### config.mk
export PLATFORM = sky130hd
export DESIGN_NAME = system_clk_enables
export DESIGN_NICKNAME = d
export VERILOG_FILES = /design/src/rtl/system_clk_enables.sv
export SDC_FILE = /design/constraint.sdc
export NUM_CORES = 1
export LEC_CHECK = 0
export CORE_MARGIN = 1.5
export CORE_UTILIZATION = 29
export DETAILED_ROUTE_END_ITERATION = 8
export PLACE_DENSITY = 0.48
export SYNTH_ARGS = -nofsm -noshare
export SYNTH_HDL_FRONTEND = slang
export SYNTH_SLANG_ARGS = --single-unit
### constraint.sdc
create_clock -name clk_in -period 1.8 [get_ports clk_in]
set_input_delay 0.36 -clock clk_in [delete_from_list [all_inputs] [get_ports clk_in]]
set_output_delay 0.36 -clock clk_in [all_outputs]
set_load 0.005 [all_outputs]
### src/rtl/system_clk_enables.sv
// system_clk_enables: lock supervisor, system reset release and N_CH reprogrammable clock-enable strobes
module system_clk_enables #(
    parameter int N_CH        = 4,
    parameter int DIV_W       = 16,
    parameter int LOCK_WAIT   = 1024,
    parameter int DIV_DEFAULT = 99
) (
    input  logic                   clk_in,
    input  logic                   reset_n,
    input  logic                   mmcm_locked,
    input  logic [N_CH*DIV_W-1:0]  div_cfg,
    input  logic [N_CH-1:0]        cfg_mask,
    input  logic                   cfg_load,
    input  logic                   sync_req,
    output logic [N_CH-1:0]        ce,
    output logic                   rst_out_n,
    output logic [7:0]             lost_cnt,
    output logic [1:0]             state
);
    localparam int SW = $clog2(LOCK_WAIT);

    typedef enum logic [1:0] {ST_WAIT = 2'd0, ST_SETTLE = 2'd1, ST_RUN = 2'd2} state_t;

    state_t           r_state, w_next;
    logic             r_lock_meta, r_lock_s;
    logic [SW-1:0]    r_settle;
    logic             r_rst_n;
    logic [7:0]       r_lost;
    logic             w_run;
    logic [DIV_W-1:0] r_cnt [N_CH];
    logic [DIV_W-1:0] r_shd [N_CH];
    logic [DIV_W-1:0] r_act [N_CH];
    logic             r_ce  [N_CH];

    // Channels only count while running with lock still present, so a lock-loss cycle behaves like idle
    assign w_run     = (r_state == ST_RUN) && r_lock_s;
    assign rst_out_n = r_rst_n;
    assign lost_cnt  = r_lost;
    assign state     = r_state;

    // Two-flop synchroniser for the asynchronous MMCM lock
    always_ff @(posedge clk_in or negedge reset_n) begin
        if (!reset_n) begin
            r_lock_meta <= 1'b0;
            r_lock_s    <= 1'b0;
        end else begin
            r_lock_meta <= mmcm_locked;
            r_lock_s    <= r_lock_meta;
        end
    end

    // Next-state logic: wait for lock, let it settle, run until lock drops
    always_comb begin
        w_next = r_state;
        case (r_state)
            ST_WAIT:   w_next = r_lock_s ? ST_SETTLE : ST_WAIT;
            ST_SETTLE: w_next = !r_lock_s ? ST_WAIT : (r_settle == SW'(LOCK_WAIT - 1)) ? ST_RUN : ST_SETTLE;
            ST_RUN:    w_next = r_lock_s ? ST_RUN : ST_WAIT;
            default:   w_next = ST_WAIT;
        endcase
    end

    // State register, settle counter, registered reset output and saturating lock-loss counter
    always_ff @(posedge clk_in or negedge reset_n) begin
        if (!reset_n) begin
            r_state  <= ST_WAIT;
            r_settle <= '0;
            r_rst_n  <= 1'b0;
            r_lost   <= 8'd0;
        end else begin
            r_state  <= w_next;
            r_settle <= (r_state == ST_SETTLE) ? r_settle + 1'b1 : '0;
            r_rst_n  <= (w_next == ST_RUN);
            if (r_state == ST_RUN && !r_lock_s && r_lost != 8'hFF)
                r_lost <= r_lost + 8'd1;
        end
    end

    for (genvar i = 0; i < N_CH; i++) begin : g_ch
        logic w_wrap;
        assign w_wrap = (r_cnt[i] == r_act[i]);
        // Per-channel shadow/active divide and counter; new divides are adopted only at a wrap
        always_ff @(posedge clk_in or negedge reset_n) begin
            if (!reset_n) begin
                r_cnt[i] <= '0;
                r_shd[i] <= DIV_W'(DIV_DEFAULT);
                r_act[i] <= DIV_W'(DIV_DEFAULT);
                r_ce[i]  <= 1'b0;
            end else begin
                if (cfg_load && cfg_mask[i])
                    r_shd[i] <= div_cfg[i*DIV_W +: DIV_W];
                if (!w_run) begin
                    r_cnt[i] <= '0;
                    r_act[i] <= r_shd[i];
                    r_ce[i]  <= 1'b0;
                end else begin
                    r_ce[i]  <= w_wrap && !sync_req;
                    r_cnt[i] <= (w_wrap || sync_req) ? '0 : r_cnt[i] + 1'b1;
                    if (w_wrap && !sync_req)
                        r_act[i] <= r_shd[i];
                end
            end
        end
    end

    // Pack the per-channel strobes onto the output vector
    always_comb begin
        ce = '0;
        for (int k = 0; k < N_CH; k++)
            ce[k] = r_ce[k];
    end
endmodule

==> reports/metrics.cfg, run 1 <==
[placed_design]
place_ws_ps=-246
placed_cell_area_mm2=0.0122
dpl.hpwl_mm=14.4
port_buffers=87
gp_congestion=0.770

[timing]
tightest_slew_ps=346
clock.fmax_ghz=0.498
fin_crit_ps=2010
setup_slack_ps=-206
hold_viol=0
setup_violations=64
fin_skew_ps=14.9
slew_headroom=0.767
maxSlewViolCount=0
final.period_utilization=1.11
rsz0062_at_grt=true

[critical_path]
cp-endpoint=r_act[20]$_DFFE_PN0P_
r2r_slack_ps=-210
path_class=reg2reg
crit_fanout=9
crit-reg2reg-launch=r_act[22]$_DFFE_PN1P_
r2r_end=r_act[20]$_DFFE_PN0P_
crit_chain=xor2_1 > nor4_1 > nand4_1 > o21ai_4 > buf_12 > mux2_4
r2r_cells=6
end_kind=flip-flop
cp_data_arrival_time_ps=2430
start_kind=flip-flop
cp_slowest_cell=dfstp_2
crit_required_ps=2220
startpoint=r_act[22]$_DFFE_PN1P_
critPathMaxStageDelay_ps=540

[route]
drt_iter0_drc=214
totalWireLength_mm=20.8
vias_per_cell=4.26
routedWlPerCell_um=14.4
drcViolationCount=0
vias=6153
first_pass_iters=4
final_antenna_net_count=0

[synthesis]
ys_top_cells_by_area=dfrtp_1, mux2_2, xor2_1
yosysMostFrequentCell=dfrtp_1
ys_types=33
ys_seq_area_frac=0.561
synth_edf_count=0
synth_top_cell_area_share=0.476
async_reset_ff_frac=1.00
avgSynthCellArea_um2=13.2
netlist_area_mm2=0.00984
synthTopCellsByCount=dfrtp_1, xor2_1, mux2_2, nor2_1, mux2_4
synth_warnings=0
synth_fp_nets=823
yosys_register_bits=219
syn-instance-count=744
synth_area_leader_cell=dfrtp_1
synth_ff_type=dfrtp_1

[hold_path]
hold_path.class=in2async

[die]
ios=88
die_x_um=187
row_count=67
die_h_um=187
start_util=0.294
core_mm2=0.0334
dieArea_mm2=0.0350

[global_routing]
grt_pass1_vias=6457
grt_max_degree=57
grt_usage=0.121
antenna_found_initial=0
overflow=0
grt_pass1_wl_mm=34.5

[layout]
register_area_mm2=0.00552
fin_nets=1054
drive_gt1_frac=0.373
areaGrowthSynthToFinish_pct=37.0
n_antenna_cell=0
multiInputGateArea_mm2=0.00432
nFillCells=3180
stdcell_area_mm2=0.0135

[pwr]
power_mw=12.3
peakVddDrop_mv=0.713
powerDensity_mw_per_mm2=910
power_leakage_nw=6.17

[job]
max_cap_violations=0

[clock_tree]
cts.sinks=219
cts_tree=done
root_buffer=clkbuf_16
clkSlewWorstSetupHoldPaths_ps=60
cts_buffers=27
clk_latency_ps=550
htreeDepth=1
clock_path_buffers=3

[outcome]
status=complete, but fails checks
violations=setup timing

critical path: cells and delay by family (launching register included):
kind                   cells  cell delay [ps]
AND/OR/NAND/NOR            2              550
AO/OA/AOI/OAI              1              260
flip-flops                 1              540
XOR/XNOR                   1               60
buffers and inverters      1              170
multiplexers               1              290
sequential cells by signal, indices dropped and copies added (netlist names):
signal / flops
r_act: 64
r_cnt: 64
r_shd: 64
r_settle: 10
lost_cnt: 8
ce: 4
state: 2
r_lock_meta: 1
r_lock_s: 1
rst_out_n: 1
metal layers:
layer,global-route usage,up-vias,part of all wire
met5,0,-,0
met4,0.0341,0,0.024
met3,0.0199,31,0.033
met2,0.194,88,0.46
met1,0.169,3011,0.49
li1,-,3023,-
per-stage QoR:
step	setup TNS, ps	util	std cells	hold WS (ps)
6_report	-8560	0.403	1444	257
4_1_cts	-10000	0.400	1446	237
2_1_floorplan	-5170	-	744	64.4
3_3_place_gp	-10880	0.365	1377	235
3_5_place_dp	-11580	0.365	1377	239
5_1_grt	-14530	0.403	1444	253
logic make-up after synthesis:
group,after synthesis,share of synthesized area
AOI/OAI and AO/OA,11,0.0113
and+or+nand+nor,224,0.121
buffers and inverters,22,0.0179
xor gates and xnor gates,133,0.118
adders and majority gates,6,0.00763
DFF,219,0.561
muxes,129,0.163
how the worst min path moves through the flow:
| stage | end | cells past startpoint | start |
|---|---|---|---|
| floorplan | ce[0]$_DFF_PN0_ | 0 | reset_n |
| global placement | r_act[10]$_DFFE_PN0P_ | 1 | reset_n |
| finish | r_cnt[8]$_DFF_PN0_ | 2 | reset_n |
| detailed placement | r_act[14]$_DFFE_PN0P_ | 1 | reset_n |
| CTS | r_cnt[14]$_DFF_PN0_ | 2 | reset_n |
| global route | r_lock_meta$_DFF_PN0_ | 1 | mmcm_locked |
power by group:
part / total, mW / internal [mW] / switching (mW)
clock: 5.28 / 3.13 / 2.15
combinational: 1.25 / 0.826 / 0.421
sequential: 5.74 / 5.44 / 0.293
cell type report:
class	count	area share
clock inverter	12	0.00826
inverter	4	0.00111
tap	448	0.0416
multi-input combinational	503	0.320
sequential	219	0.410
clock buffer	38	0.0569
timing repair buffer	220	0.162
repair_timing:
action,4_1_cts,5_1_grt
gates cloned,2,3
pin swaps,6,13
endpoints found under the hold margin,106,0
resized for setup,32,28
hold buffers,1,0
buffers inserted,17,1
endpoints found under the setup margin,105,116
layout by cell type (no fill, tap or decap), types with 9 or more instances in the layout:
master / netlist / layout
xnor2_1: 30 / 30
dfstp_2: 32 / 32
and4_1: 9 / 9
dfrtp_1: 187 / 185
nand2_1: 35 / 32
buf_12: 4 / 16
clkdlybuf4s50_1: 0 / 78
nand4_1: 15 / 15
mux2_4: 40 / 61
xor2_1: 103 / 101
buf_4: 0 / 106
clkbuf_16: 0 / 30
nor4_2: 5 / 11
mux2_2: 89 / 68
nand3_1: 26 / 26
and3_1: 10 / 10
nor2_1: 83 / 81
Power figures use the tool's default switching activity.
==> run 2, diff against run 1 <==
--- a/config.mk
+++ b/config.mk
@@ -5,10 +5,12 @@
 export SDC_FILE = /design/constraint.sdc
 export NUM_CORES = 1
 export LEC_CHECK = 0
+export CAP_MARGIN = 10
 export CORE_MARGIN = 1.5
 export CORE_UTILIZATION = 29
 export DETAILED_ROUTE_END_ITERATION = 8
 export PLACE_DENSITY = 0.48
+export SKIP_LAST_GASP = 1
 export SYNTH_ARGS = -nofsm -noshare
 export SYNTH_HDL_FRONTEND = slang
 export SYNTH_SLANG_ARGS = --single-unit
==> run 2 against run 1 <==
  * Clock-buffer cell count did not move
  * Flip-flop and latch count did not move
  * Clock power barely moved
  * Largest power group unchanged
  * Setup slack got worse by 28 ps
  * The flow still finishes with violations (setup timing)
  * Power barely moved
  * Die area did not move
  * Design area rose by 0.31%
  * Via count rose by 0.44%
  * Wire length rose by 0.97%
  * Cell count rose by 0.21%
  * Global-route usage barely moved
  * Clock skew fell by 2.7 ps
==> reports/metrics.cfg, run 2 (synthesis gave the netlist of run 1 again) <==
[pwr]
p_seq_frac=0.467  ; was 0.468
p_comb_frac=0.101  ; was 0.102
switchingPower_mw=2.87  ; was 2.86 mW
power_frac_clock=0.431  ; about the same
p_int_mw=9.40  ; about the same
peakVddDrop_mv=0.713  ; about the same
swShare=0.234  ; about the same
powerDensity_mw_per_mm2=908  ; was 910 mW/mm2
power_leakage_nw=6.19  ; was 6.17 nW

[timing]
finalSetupTns_ps=-10560  ; was -8560 ps
rsz0062_at_grt=true  ; unchanged
setup_slack_ps=-235  ; was -206 ps
maxSlewViolCount=0  ; unchanged
clock.fmax_ghz=0.492  ; was 0.498 GHz
final.period_utilization=1.13  ; was 1.11
tightest_slew_ps=346  ; unchanged
hold_viol=0  ; unchanged
setup_violations=80  ; was 64
slew_headroom=0.767  ; unchanged
fin_skew_ps=12.3  ; was 14.9 ps
fin_crit_ps=2030  ; was 2010 ps

[placed_design]
dpl.hpwl_mm=14.4  ; unchanged
gp_congestion=0.770  ; unchanged
port_buffers=87  ; unchanged

[critical_path]
start_kind=flip-flop  ; unchanged
crit-reg2reg-launch=r_act[22]$_DFFE_PN1P_  ; unchanged
r2r_cells=6  ; unchanged
r2r_end=r_act[20]$_DFFE_PN0P_  ; unchanged
cp_slowest_cell=dfstp_2  ; unchanged
crit_fanout=9  ; unchanged
cp_data_arrival_time_ps=2460  ; was 2430 ps
path_class=reg2reg  ; unchanged
crit_chain=xor2_1 > nor4_1 > nand4_1 > o21ai_4 > buf_12 > mux2_2  ; was xor2_1 > nor4_1 > nand4_1 > o21ai_4 > buf_12 > mux2_4
r2r_slack_ps=-230  ; was -210 ps
end_kind=flip-flop  ; unchanged
crit_required_ps=2220  ; about the same
critPathMaxStageDelay_ps=540  ; about the same

[global_routing]
grt_pass1_wl_mm=34.4  ; was 34.5 mm
grt_max_degree=57  ; unchanged
grt_usage=0.121  ; about the same
grt_pass1_vias=6447  ; was 6,457
grt_util_met3=0.0199  ; unchanged
grt.met2_usage=0.194  ; unchanged
overflow=0  ; unchanged
antenna_found_initial=0  ; unchanged
use_met1=0.168  ; was 0.169
grt.busiest_layer=met2  ; unchanged

[hold_path]
hold_path.class=in2async  ; unchanged

[route]
vias=6180  ; was 6,153
first_pass_iters=4  ; unchanged
vias_per_cell=4.27  ; was 4.26
routedWlPerCell_um=14.5  ; was 14.4 um
totalWireLength_mm=21.0  ; was 20.8 mm
drt_iter0_drc=231  ; was 214
final_antenna_net_count=0  ; unchanged
drcViolationCount=0  ; unchanged

[die]
start_util=0.294  ; unchanged
die_h_um=187  ; unchanged
core_mm2=0.0334  ; unchanged
ios=88  ; unchanged
row_count=67  ; unchanged
die_x_um=187  ; unchanged
dieArea_mm2=0.0350  ; unchanged

[clock_tree]
clk_latency_ps=540  ; was 550 ps
cts_tree=done  ; unchanged
cts_buffers=27  ; unchanged
cts.sinks=219  ; unchanged
root_buffer=clkbuf_16  ; unchanged
clock_path_buffers=3  ; unchanged
clkSlewWorstSetupHoldPaths_ps=60  ; about the same
htreeDepth=1  ; unchanged

[layout]
final_cell_mix=dfrtp_1, buf_4, xor2_1  ; unchanged
n_antenna_cell=0  ; unchanged
fin_nets=1057  ; was 1,054
fin_util=0.404  ; was 0.403
drive_gt1_frac=0.374  ; was 0.373
reg_top3=r_act (64), r_cnt (64), r_shd (64)  ; unchanged
areaGrowthSynthToFinish_pct=37.4  ; was 37.0%
final_common_cell=dfrtp_1  ; unchanged

[outcome]
violations=setup timing  ; unchanged
status=complete, but fails checks  ; unchanged

[job]
max_cap_violations=0  ; unchanged

[run 2: worst max-delay path, delay by kind of cell (launching register included)]
| kind | cells | cell delay (ps) |
|---|---|---|
| compound gates | 1 | 260 |
| xor+xnor | 1 | 60 |
| flops | 1 | 540 |
| mux | 1 | 330 |
| simple gates | 2 | 550 |
| buf+inv | 1 | 170 |
[run 2: cell type report]
type / count / area [um2]
timing repair buffer: 223 / 2230
clock buffer: 38 / 767
fill: 3175 / 19900
clock inverter: 12 / 111
tap: 448 / 561
multi-input combinational: 503 / 4310
sequential: 219 / 5520
inverter: 4 / 15.0
[run 2: how the worst max path moves through the flow]
stage	startpoint	endpoint	slack [ps]
final	r_act[22]$_DFFE_PN1P_	r_act[20]$_DFFE_PN0P_	-230
after global routing	r_cnt[24]$_DFF_PN0_	r_act[20]$_DFFE_PN0P_	-340
after CTS	r_cnt[26]$_DFF_PN0_	r_act[20]$_DFFE_PN0P_	-230
after detailed placement	r_act[53]$_DFFE_PN1P_	r_act[52]$_DFFE_PN0P_	-250
after global placement	r_act[21]$_DFFE_PN1P_	r_act[20]$_DFFE_PN0P_	-240
after floorplan	r_act[37]$_DFFE_PN1P_	r_act[39]$_DFFE_PN0P_	-130
[run 2: power by group through the flow]
stage / combinational [mW] / clock (mW) / sequential [mW]
2_1_floorplan: 0.700 / 0 / 5.71
3_3_place_gp: 1.19 / 0 / 5.82
3_5_place_dp: 1.21 / 0 / 5.82
4_1_cts: 1.24 / 5.52 / 5.74
5_1_grt: 1.36 / 5.70 / 5.80
6_report: 1.24 / 5.29 / 5.74
[run 2: what timing repair did]
| action | 4_1_cts | 5_1_grt |
|---|---|---|
| cloned | 2 | 4 |
| setup endpoints to repair | 105 | 115 |
| resized for setup | 22 | 38 |
| setup buffers | 17 | 3 |
| hold endpoints to repair | 106 | 0 |
| pin swaps | 6 | 13 |
| hold buffers | 1 | 0 |
[run 2: metrics by stage]
step	power, mW	setup WS [ps]	std cells	area [um2]	hold WS [ps]
6_report	12.3	-235	1447	13500	258
5_1_grt	12.9	-338	1447	13500	253
4_1_cts	12.5	-229	1446	13300	237
3_5_place_dp	7.03	-246	1377	12200	239
3_3_place_gp	7.01	-237	1377	12200	235
2_1_floorplan	6.41	-131	744	9840	64.4
[run 2: per-layer routing]
metal | share of wire | vias to the layer above
met5 | 0 | -
met2 | 0.46 | 88
met3 | 0.032 | 32
met4 | 0.024 | 0
li1 | - | 3030
met1 | 0.49 | 3030
==> run 3, diff against run 2 <==
==> constraint.sdc (replaced) <==
create_clock -name clk_in -period 1.8 [get_ports clk_in]
set_input_delay 0.18 -clock clk_in [delete_from_list [all_inputs] [get_ports clk_in]]
set_output_delay 0.18 -clock clk_in [all_outputs]
set_load 0.005 [all_outputs]
==> run 3 against run 2 <==
  * The run still ends with setup timing left
  * Register-to-register slack improved by 50 ps
  * Highest routed layer is now met5
  * Non-clock buffer count down 9
  * Critical path type unchanged
  * Critical endpoint is now r_act[13]$_DFFE_PN0P_
  * Via count is 0.29% higher
==> reports/metrics.cfg, run 3 (synthesis gave the netlist of run 1 again) <==
[timing]
fin_skew_ps=9.67  ; was 12.3 ps
slew_headroom=0.753  ; was 0.767
setup_slack_ps=-180  ; was -235 ps
fin_crit_ps=1980  ; was 2030 ps
finalSetupTns_ps=-7920  ; was -10,560 ps
hold_viol=0  ; unchanged
rsz0062_at_grt=true  ; unchanged
setup_violations=64  ; was 80
hold_ws_ps=102  ; was 258 ps
tightest_slew_ps=367  ; was 346 ps
maxSlewViolCount=0  ; unchanged
final.period_utilization=1.10  ; was 1.13
clock.fmax_ghz=0.505  ; was 0.492 GHz

[die]
row_count=67  ; unchanged
core_mm2=0.0334  ; unchanged
ios=88  ; unchanged
start_util=0.294  ; unchanged
die_x_um=187  ; unchanged
die_h_um=187  ; unchanged
dieArea_mm2=0.0350  ; unchanged

[global_routing]
grt_usage=0.120  ; was 0.121
grt_pass1_vias=6444  ; was 6,447
grt_pass1_wl_mm=34.3  ; was 34.4 mm
antenna_found_initial=1  ; was 0
grt_max_degree=66  ; was 57
overflow=0  ; unchanged

[route]
totalWireLength_mm=21.1  ; was 21.0 mm
routedWlPerCell_um=14.7  ; was 14.5 um
final_antenna_net_count=0  ; unchanged
vias_per_cell=4.32  ; was 4.27
first_pass_iters=4  ; unchanged
vias=6198  ; was 6,180
drt_iter0_drc=215  ; was 231
drcViolationCount=0  ; unchanged

[placed_design]
gp_congestion=0.760  ; was 0.770
place_ws_ps=-268  ; was -246 ps
dp_cells=1377  ; unchanged
port_buffers=87  ; unchanged
dpl.hpwl_mm=14.4  ; about the same

[layout]
n_antenna_cell=0  ; unchanged
final_cell_mix=dfrtp_1, buf_4, xor2_1  ; unchanged
drive_gt1_frac=0.376  ; was 0.374
reg_top3=r_act (64), r_cnt (64), r_shd (64)  ; unchanged
nFillCells=3164  ; was 3,175
multiInputGateArea_mm2=0.00434  ; was 0.00431 mm2
areaGrowthSynthToFinish_pct=38.0  ; was 37.4%
stdcell_count=1436  ; was 1,447
register_area_mm2=0.00552  ; unchanged
final_common_cell=dfrtp_1  ; unchanged
fin_nets=1047  ; was 1,057

[clock_tree]
cts_tree=done  ; unchanged
root_buffer=clkbuf_16  ; unchanged
cts_buffers=26  ; was 27
cts.sinks=219  ; unchanged
clk_latency_ps=520  ; was 540 ps
clock_path_buffers=3  ; unchanged
clkSlewWorstSetupHoldPaths_ps=60  ; about the same
htreeDepth=1  ; unchanged

[critical_path]
cp_data_arrival_time_ps=2380  ; was 2460 ps
r2r_cells=6  ; unchanged
end_kind=flip-flop  ; unchanged
r2r_slack_ps=-180  ; was -230 ps
r2r_end=r_act[13]$_DFFE_PN0P_  ; was r_act[20]$_DFFE_PN0P_
crit_required_ps=2200  ; was 2220 ps
crit_chain=xor2_2 > nor4_4 > nand4_2 > o21ai_4 > clkbuf_16 > mux2_4  ; was xor2_1 > nor4_1 > nand4_1 > o21ai_4 > buf_12 > mux2_2
path_class=reg2reg  ; unchanged
start_kind=flip-flop  ; unchanged
critPathTopFamily=simple AND/OR/NAND/NOR gates  ; unchanged
cp.buffers_inverters=1  ; unchanged
crit-reg2reg-launch=r_act[14]$_DFFE_PN0P_  ; was r_act[22]$_DFFE_PN1P_
crit_fanout=8  ; was 9
critPathMaxStageDelay_ps=410  ; was 540 ps
cp_slowest_cell=dfrtp_1  ; was dfstp_2

[pwr]
peakVddDrop_mv=0.587  ; was 0.713 mV
power_leakage_nw=6.11  ; was 6.19 nW
power_mw=13.0  ; was 12.3 mW
powerDensity_mw_per_mm2=959  ; was 908 mW/mm2

[outcome]
status=complete, but fails checks  ; unchanged
violations=setup timing  ; unchanged

[job]
max_cap_violations=0  ; unchanged

[hold_path]
hold_path.class=in2async  ; unchanged

run 3: worst max-delay path by stage:
stage | from | to | depth (start not counted)
after CTS | r_act[26]$_DFFE_PN0P_ | r_act[20]$_DFFE_PN0P_ | 7
after detailed placement | r_act[53]$_DFFE_PN1P_ | r_act[51]$_DFFE_PN0P_ | 6
after floorplan | r_act[37]$_DFFE_PN1P_ | r_act[39]$_DFFE_PN0P_ | 6
after global routing | r_act[26]$_DFFE_PN0P_ | r_act[19]$_DFFE_PN0P_ | 7
final | r_act[14]$_DFFE_PN0P_ | r_act[13]$_DFFE_PN0P_ | 6
after global placement | r_act[53]$_DFFE_PN1P_ | r_act[52]$_DFFE_PN0P_ | 6
run 3: through the flow:
step                      utilization  area, um2
final                           0.406      13600
after global routing            0.406      13600
after CTS                       0.396      13200
after detailed placement        0.364      12200
after global placement          0.364      12200
after floorplan                     -       9840
run 3: final cells by class:
cell class,count,share of cell area
Clock inverter,11,0.0172
Multi-Input combinational cell,503,0.319
Clock buffer,37,0.0562
Timing Repair Buffer,214,0.158
Sequential cell,219,0.407
Tap cell,448,0.0413
Inverter,4,0.00111
run 3: what timing repair did:
action	4_1_cts	5_1_grt
setup buffers	4	2
hold buffers	1	0
gates cloned	0	6
setup endpoints to repair	79	126
endpoints found under the hold margin	187	0
pin swaps	2	19
resized for setup	5	44
run 3: power by group:
group	internal (mW)	total, mW	switching, mW
Combinational	0.838	1.27	0.431
Clock	3.94	6.02	2.07
Sequential	5.44	5.74	0.295
Total	10.2	13.0	2.80
run 3: per-layer routing:
layer,vias up,wire length (um),track usage
li1,3022,-,-
met1,3031,10200,0.172
met2,108,9610,0.186
met3,35,908,0.0220
met4,2,391,0.0335
met5,-,11,0
run 3: worst reg2reg max path: stages, from the launching register on:
cell	delay, ps
dfrtp_1	410
xor2_2	210
nor4_4	310
nand4_2	180
o21ai_4	250
clkbuf_16	210
mux2_4	300
